<file path="src/rtl/nibble_tx_pkg.sv">
// Shared types and constants for the nibble serial transmitter.
// Frame: start, data LSB first, even parity, stop.
package nibble_tx_pkg;

    typedef enum logic [2:0] {
        IDLE,
        START,
        DATA,
        PARITY,
        STOP
    } state_t;

    localparam logic IDLE_LEVEL  = 1'b1;
    localparam logic START_LEVEL = 1'b0;
    localparam logic STOP_LEVEL  = 1'b1;

    function automatic int frame_clks(input int data_w, input int clks_per_bit);
        return (data_w + 3) * clks_per_bit;
    endfunction

endpackage

</file>
<file path="src/rtl/nibble_serial_tx_bit_timer.sv">
// Bit-time counter: counts 0..CLKS_PER_BIT-1 and flags the last clock of a bit.
// Held at zero while restart is high so a new frame starts on a clean bit.
module nibble_serial_tx_bit_timer #(
    parameter int CLKS_PER_BIT = 4
) (
    input  logic clk,
    input  logic rst_n,
    input  logic i_restart,
    output logic o_bit_end
);

    localparam int CW = (CLKS_PER_BIT > 1) ? $clog2(CLKS_PER_BIT) : 1;
    localparam logic [CW-1:0] LAST = CW'(CLKS_PER_BIT - 1);

    logic [CW-1:0] r_cnt;
    logic          w_at_last;

    assign w_at_last = (r_cnt == LAST);
    assign o_bit_end = ~i_restart & w_at_last;

    always_ff @(posedge clk or negedge rst_n) begin
        if (!rst_n) begin
            r_cnt <= '0;
        end else if (i_restart || w_at_last) begin
            r_cnt <= '0;
        end else begin
            r_cnt <= r_cnt + 1'b1;
        end
    end

endmodule

</file>
<file path="src/rtl/nibble_serial_tx.sv">
// Framed parallel-to-serial transmitter with a one-word holding buffer.
// tx is registered from the next-state level so it changes on state edges.
module nibble_serial_tx
    import nibble_tx_pkg::*;
#(
    parameter int DATA_W       = 4,
    parameter int CLKS_PER_BIT = 4
) (
    input  logic              clk,
    input  logic              rst_n,
    input  logic [DATA_W-1:0] din,
    input  logic              din_valid,
    output logic              din_ready,
    output logic              tx,
    output logic              busy,
    output logic              done
);

    localparam int BW = $clog2(DATA_W + 1);
    localparam logic [BW-1:0] LAST_BIT = BW'(DATA_W - 1);

    state_t            r_state;
    logic [DATA_W-1:0] r_buf;
    logic              r_full;
    logic [DATA_W-1:0] r_shift;
    logic              r_par;
    logic [BW-1:0]     r_bitcnt;
    logic              r_tx;
    logic              r_busy;
    logic              r_done;

    state_t            w_state_nx;
    logic [DATA_W-1:0] w_shift_nx;
    logic              w_par_nx;
    logic [BW-1:0]     w_bitcnt_nx;
    logic              w_tx_nx;
    logic              w_done_nx;
    logic              w_load;
    logic              w_accept;
    logic              w_bit_end;

    assign din_ready = ~r_full;
    assign tx        = r_tx;
    assign busy      = r_busy;
    assign done      = r_done;
    assign w_accept  = din_valid & ~r_full;

    nibble_serial_tx_bit_timer #(
        .CLKS_PER_BIT(CLKS_PER_BIT)
    ) u_bit_timer (
        .clk       (clk),
        .rst_n     (rst_n),
        .i_restart (r_state == IDLE),
        .o_bit_end (w_bit_end)
    );

    always_comb begin
        w_state_nx  = r_state;
        w_shift_nx  = r_shift;
        w_par_nx    = r_par;
        w_bitcnt_nx = r_bitcnt;
        w_done_nx   = 1'b0;
        w_load      = 1'b0;
        unique case (r_state)
            IDLE: begin
                if (r_full) begin
                    w_load     = 1'b1;
                    w_state_nx = START;
                end
            end
            START: begin
                if (w_bit_end) w_state_nx = DATA;
            end
            DATA: begin
                if (w_bit_end) begin
                    w_shift_nx = r_shift >> 1;
                    if (r_bitcnt == LAST_BIT) begin
                        w_bitcnt_nx = '0;
                        w_state_nx  = PARITY;
                    end else begin
                        w_bitcnt_nx = r_bitcnt + 1'b1;
                    end
                end
            end
            PARITY: begin
                if (w_bit_end) w_state_nx = STOP;
            end
            STOP: begin
                if (w_bit_end) begin
                    w_done_nx = 1'b1;
                    // A waiting word starts immediately: no idle bit between frames.
                    if (r_full) begin
                        w_load     = 1'b1;
                        w_state_nx = START;
                    end else begin
                        w_state_nx = IDLE;
                    end
                end
            end
            default: w_state_nx = IDLE;
        endcase
        if (w_load) begin
            w_shift_nx  = r_buf;
            w_par_nx    = ^r_buf;
            w_bitcnt_nx = '0;
        end
    end

    always_comb begin
        w_tx_nx = IDLE_LEVEL;
        unique case (w_state_nx)
            IDLE:    w_tx_nx = IDLE_LEVEL;
            START:   w_tx_nx = START_LEVEL;
            DATA:    w_tx_nx = w_shift_nx[0];
            PARITY:  w_tx_nx = w_par_nx;
            STOP:    w_tx_nx = STOP_LEVEL;
            default: w_tx_nx = IDLE_LEVEL;
        endcase
    end

    always_ff @(posedge clk or negedge rst_n) begin
        if (!rst_n) begin
            r_state  <= IDLE;
            r_shift  <= '0;
            r_par    <= 1'b0;
            r_bitcnt <= '0;
            r_tx     <= IDLE_LEVEL;
            r_busy   <= 1'b0;
            r_done   <= 1'b0;
        end else begin
            r_state  <= w_state_nx;
            r_shift  <= w_shift_nx;
            r_par    <= w_par_nx;
            r_bitcnt <= w_bitcnt_nx;
            r_tx     <= w_tx_nx;
            r_busy   <= (w_state_nx != IDLE);
            r_done   <= w_done_nx;
        end
    end

    always_ff @(posedge clk or negedge rst_n) begin
        if (!rst_n) begin
            r_full <= 1'b0;
            r_buf  <= '0;
        end else if (w_accept) begin
            r_full <= 1'b1;
            r_buf  <= din;
        end else if (w_load) begin
            r_full <= 1'b0;
        end
    end

endmodule

</file>
<file path="config.mk">
export PLATFORM = sky130hd
export DESIGN_NAME = nibble_serial_tx
export DESIGN_NICKNAME = d
export VERILOG_FILES = /design/src/rtl/nibble_tx_pkg.sv /design/src/rtl/nibble_serial_tx_bit_timer.sv /design/src/rtl/nibble_serial_tx.sv
export SDC_FILE = /design/constraint.sdc
export NUM_CORES = 1
export LEC_CHECK = 0
export ABC_AREA = 1
export CAP_MARGIN = 10
export CORE_ASPECT_RATIO = 0.75
export CORE_UTILIZATION = 35
export DETAILED_ROUTE_END_ITERATION = 16
export GPL_TIMING_DRIVEN = 0
export PLACE_DENSITY_LB_ADDON = 0.15
export SLEW_MARGIN = 20
export SYNTH_ARGS = -nofsm -noshare
export SYNTH_HDL_FRONTEND = slang
export SYNTH_SLANG_ARGS = --single-unit
</file>
<file path="constraint.sdc">
create_clock -name clk -period 1.8 [get_ports clk]
set_input_delay 0.36 -clock clk [delete_from_list [all_inputs] [get_ports clk]]
set_output_delay 0.36 -clock clk [all_outputs]
set_load 0.02 [all_outputs]
</file>
; Yosys cells after proc, flatten, opt, wreduce, memory -nomap -nowiden
; Cells that the tools add are included.
[op_classes]
add_sub_neg = 2
mul = 0
div = 0
order_cmp = 0
eq_ne = 9
shifts = 0
muxes = 25
bitwise_logic = 4
n_reduce_logical = 8
[op_table]
columns = op, count
row1 = $mux 3, 10
row2 = $eq 3x2->1 const B, 5
row3 = $pmux 3 s5, 1
row4 = $mux 4, 3
row5 = $mux 1, 8
row6 = $eq 3x1->1 const B, 2
row7 = $reduce_bool 2->1, 3
row8 = $reduce_xor 4->1, 1
row9 = $add 3x1->3 const B, 1
row10 = $eq 3x3->1 const B, 1
row11 = $logic_not 3->1, 1
row12 = $pmux 1 s3, 1
row13 = $reduce_bool 3->1, 1
row14 = $add 2x1->2 const B, 1
row15 = $and 1x1->1, 2
row16 = $eq 2x2->1 const B, 1
row17 = $mux 2, 1
row18 = $not 1->1, 2
row19 = $pmux 1 s2, 1
row20 = $reduce_and 2->1, 1
row21 = $logic_or 1x1->1, 1
[totals]
register_bits = 21
latchBits = 0
ramBits = 0
romBits = 0
out_inout_bits = 4
word_cells = 59
memories = 0

; Longest topological paths before layout
[logic_depth]
ltp_word = 7
depth_mapped = 9
depth_no_buf = 8

; Cells and area by module
; A second synthesis with hierarchy kept.
[unflattened]
hier_cells = 109
area_unflattened_um2 = 987.2
[modules_own_cells]
columns = module, n_inst, cells_each, area_each_um2
row1 = nibble_serial_tx, 1, 99, 898.4
row2 = nibble_serial_tx_bit_timer, 1, 10, 88.8

; Worst setup path before layout
; Ideal clock, no wire load.
[synth_timing]
path_type = reg2reg
from = reg u_bit_timer.r_cnt[0]
to = reg r_tx (netlist: tx)
arrival_time_ns = 1.358
t_required_ns = 1.716
slack_ns = 0.358
path_stages_with_launch = 8
period_less_slack_ns = 1.442
cell_sequence = dfrtp_1 ha_1 buf_4 inv_1 nor3_1 or2_2 o21ai_0 nand3_1
[synth_via]
elab_chain_len = 6
word_cells_on_any_way = 17
[synth_rtl]
columns = element, line
row1 = "start, declared", nibble_serial_tx_bit_timer.sv:15  ; logic [CW-1:0] r_cnt;
row2 = "start signal, assigned", nibble_serial_tx_bit_timer.sv:27  ; r_cnt <= r_cnt + 1'b1;
row3 = $eq 2x2->1 (*), nibble_serial_tx_bit_timer.sv:18  ; assign w_at_last = (r_cnt == LAST);
row4 = $and 1x1->1 (*), nibble_serial_tx_bit_timer.sv:19  ; assign o_bit_end = ~i_restart & w_at_last;
row5 = $mux 3 (tied with other cells), nibble_serial_tx.sv:89  ; if (w_bit_end) begin
row6 = $pmux 3 s5 (tied with other cells), nibble_serial_tx.sv:64  ; unique case (r_state)
row7 = $eq 3x2->1 (tied with other cells), nibble_serial_tx.sv:111  ; unique case (w_state_nx)
row8 = $pmux 1 s3 (*), nibble_serial_tx.sv:111
row9 = net w_tx_nx, nibble_serial_tx.sv:36  ; logic w_tx_nx;
row10 = "end signal, assigned", nibble_serial_tx.sv:135  ; r_tx <= w_tx_nx;
row11 = "end, declared", nibble_serial_tx.sv:28  ; logic r_tx;
; The timed path passes the listed nets; every way through them passes the cells marked *. The select of a mux whose other input is x is not followed.
; A chain may end at the register's enable or synchronous reset.

; Worst setup path in the final report
[layout_timing]
from = reg r_tx (netlist: tx)
to = out tx
[layout_rtl]
columns = element, line
row1 = "end, declared", nibble_serial_tx.sv:14  ; output logic tx,
; No word-level cell between the ends.

==> impl_results.md <==
* CTS clock-pin slew for the worst setup and hold paths at 80 ps
* Die area at 0.00325 sq mm
* Pwr dens at 1700 mW/mm^2
* TritonCTS clock tree: done
* Detailed Route WL at 1.99 mm
* Top delay family on crit path: buffers and inverters
* RSZ-0062 raised after global routing: false
* Cells after synthesis at ~130
* Starting density of the core at between 30% and 40%
* CP arrival at between 1000 and 1500 ps
* # setup viols final at 0
* First-pass GRT wire length at approximately 3.5 mm
* Max VDD drop at about 660 uV
* Status: complete, no violations
* Filler cells at approximately 270
* IO Pins at 11
* Initial antenna violation count at 0
* Via/cell ratio at approximately 4.7
* Htree depth at 1
* Number of diodes at 0
* Fin crit period at 1730 ps
* Lkg Pwr at approximately 0.65 nW
* PortBufs at 10
* Root Driver: clkbuf_8
* Worst r2r path cells at 7
* Clk buf depth at 2
* FF-to-FF setup slack at approximately 140 ps
* Area growth syn-to-layout at 17.7%
* Multi-input logic area at between 400 and 500 sq um
* Critical Path RT at between 1000 and 1500 ps
* Row cnt at 16
* Final Cycle Share at between 90% and 100%
* Num CTS Buffers at 3
* Clock latency on the worst-skew pair at 260 ps
* Largest net degree at the start of global routing at 22
* Rel. slew slack at between 60% and 70%
* Unique masters post-synth at 23
* Critical-path maximum fanout at 1
* Post-synthesis sequential area ratio at roughly 50%
* Commonest non-fill, non-tap cell in the layout: nand2_1
* FF+latch count, synth at 21
* Max-Cap Viols at 0
* Core Box Area at ~0.0027 sq mm
* Critical Path End Type: output port
* FF/Latch Area at about 530 sq um
* Synth Area in Compound Gates at 7.33%
* DRT Pass-1 Iters at 4
* Routed Antenna Nets at 0
* Yosys Warn Count at 0
* Simple-Gate Fraction of Synth Area at a little under a third
* Global Route Usage Sum at around 14%
* Net Count, Synth at about 140
* Syn avg cell area at approximately 8.3 sq um
* Synthesized area at approximately 0.0011 sq mm
* Residual DRC at 0
* Detailed Place HPWL at around 1.5 mm
* Slowest CP cell: clkdlybuf4s50_1
* Initial drt markers at 28
* Fraction of layout cells with a size suffix above 1 at between 10% and 20%
* NumNets Final at between 150 and 200
* WP buf/inv at 1
* Drt wl/cell at around 11 um
* Main combinational cell family by area after synthesis: simple AND/OR/NAND/NOR gates
* CP peak stage delay at 590 ps
* Sink Count at 21
* Via count at about 840
* FF-to-FF Start: u_bit_timer.r_cnt[0]
* Actual slew at the worst max-slew pin at ~470 ps
* Startpoint types: flop
* Die height at just under 50 um
* GP Congestion at between 0.8 and 0.9
* Worst path cell trace: clkdlybuf4s50_1
* CTS Hold Bufs at 0
* Crit Reg-Reg Endpoint: tx
* Final Max Tran Viols at 0
* Post-synthesis mux area share at ~1.1%
* Fmax at just under 600 MHz
* Final Power at 2.12 mW
* Synth Area in Adders at 2.36%
* Die Span X at between 60 and 70 um
* Clk_skew at ~4.6 ps
* HP Class: primary input to async pin
* CP Class: flop to output port
* Post-Route Setup TNS at 0 ps
* Post-synthesis xor/xnor area fraction at 0%
* Most frequent cells in the layout: nand2_1, dfrtp_1, inv_1, nor2_1, nand3_1
* Fin. Hold Viols at 0
* Gr ovfl total at 0
* Vias in the first global route at around 760
* Hold Slack at ~47 ps
registers in the layout (all words and copies together), names as in the netlist:
register and count:
busy 1, done 1, r_bitcnt 3, r_buf 4
r_full 1, r_par 1, r_shift 4, r_state 3
tx 1, u_bit_timer.r_cnt 2
logic make-up (layout without fill, tap and decap cells):
group / Yosys count / in the layout
multiplexers: 1 / 1
flip-flops: 21 / 21
AND/OR/NAND/NOR: 71 / 71
buffers and inverters: 21 / 35
adder cells (fa/ha/maj): 2 / 2
AO/OA/AOI/OAI: 12 / 12
metrics by stage:
| step | util, % | area, sq um | std cells | setup WS, ps |
|---|---|---|---|---|
| 3_5_place_dp | 43.9 | 1200 | 174 | 192 |
| 3_3_place_gp | 43.9 | 1200 | 174 | 174 |
| 5_1_grt | 45.4 | 1250 | 178 | 23.7 |
| 2_1_floorplan | - | 1060 | 128 | 358 |
| 4_1_cts | 45.5 | 1250 | 178 | 17.8 |
| 6_report | 45.4 | 1250 | 178 | 74.6 |
report_power, final:
group          switching, mW  leakage (nW)  internal (mW)  total (mW)
Clock                  0.149        0.0228          0.158       0.307
Combinational          0.610         0.375          0.374       0.984
Sequential             0.150         0.248          0.683       0.833
Total                  0.909         0.646           1.21        2.12
cell usage after synthesis:
cell | instances | area share [%]
and3_1 | 1 | 0.59
nand2_1 | 30 | 11
nand3_1 | 11 | 5.2
nor2_1 | 14 | 5.0
o21ai_0 | 5 | 2.4
nand2_2 | 2 | 1.2
nor2_4 | 2 | 2.1
a22oi_1 | 1 | 0.71
dfrtp_1 | 20 | 47
o22ai_4 | 1 | 1.9
inv_1 | 18 | 6.4
nand3_2 | 1 | 0.95
a21oi_1 | 5 | 2.4
buf_4 | 1 | 0.71
inv_2 | 2 | 0.71
nor2_2 | 4 | 2.4
dfstp_2 | 1 | 2.5
ha_1 | 2 | 2.4
nor3_2 | 1 | 0.95
or2_2 | 1 | 0.59
nand4_1 | 2 | 1.2
mux2_2 | 1 | 1.1
nor3_1 | 2 | 0.95
layer usage:
metal  share of wire, %  vias to the layer above  global-route usage [%]
li1                   -                      436                       -
met1                 51                      385                    19.2
met2                 44                       13                    21.5
met3                4.5                        4                    4.40
met4                1.0                        0                    4.35
met5                  0                        -                       0
area by class of cell:
class                      instances  area share [%]
clock buffer                       4            3.61
inverter                          20            6.02
sequential                        21            42.3
buffer                             1           0.602
tap                               36            3.61
timing repair buffer              10            7.83
multi-input combinational         86            36.0
worst max path at each step:
stage | start | to | slack, ps | cells past startpoint
after global placement | u_bit_timer.r_cnt[0] | tx | 170 | 7
after CTS | r_full | din_ready | 20 | 2
final | tx | tx | 70 | 1
after detailed placement | u_bit_timer.r_cnt[0] | tx | 190 | 7
after floorplan | u_bit_timer.r_cnt[0] | tx | 360 | 7
after global routing | tx | tx | 20 | 1
what timing repair did:
item,in CTS,in global routing
setup buffers,0,0
setup endpoints to repair,0,1
resized for setup,0,1
Power figures use the tool's default switching activity.
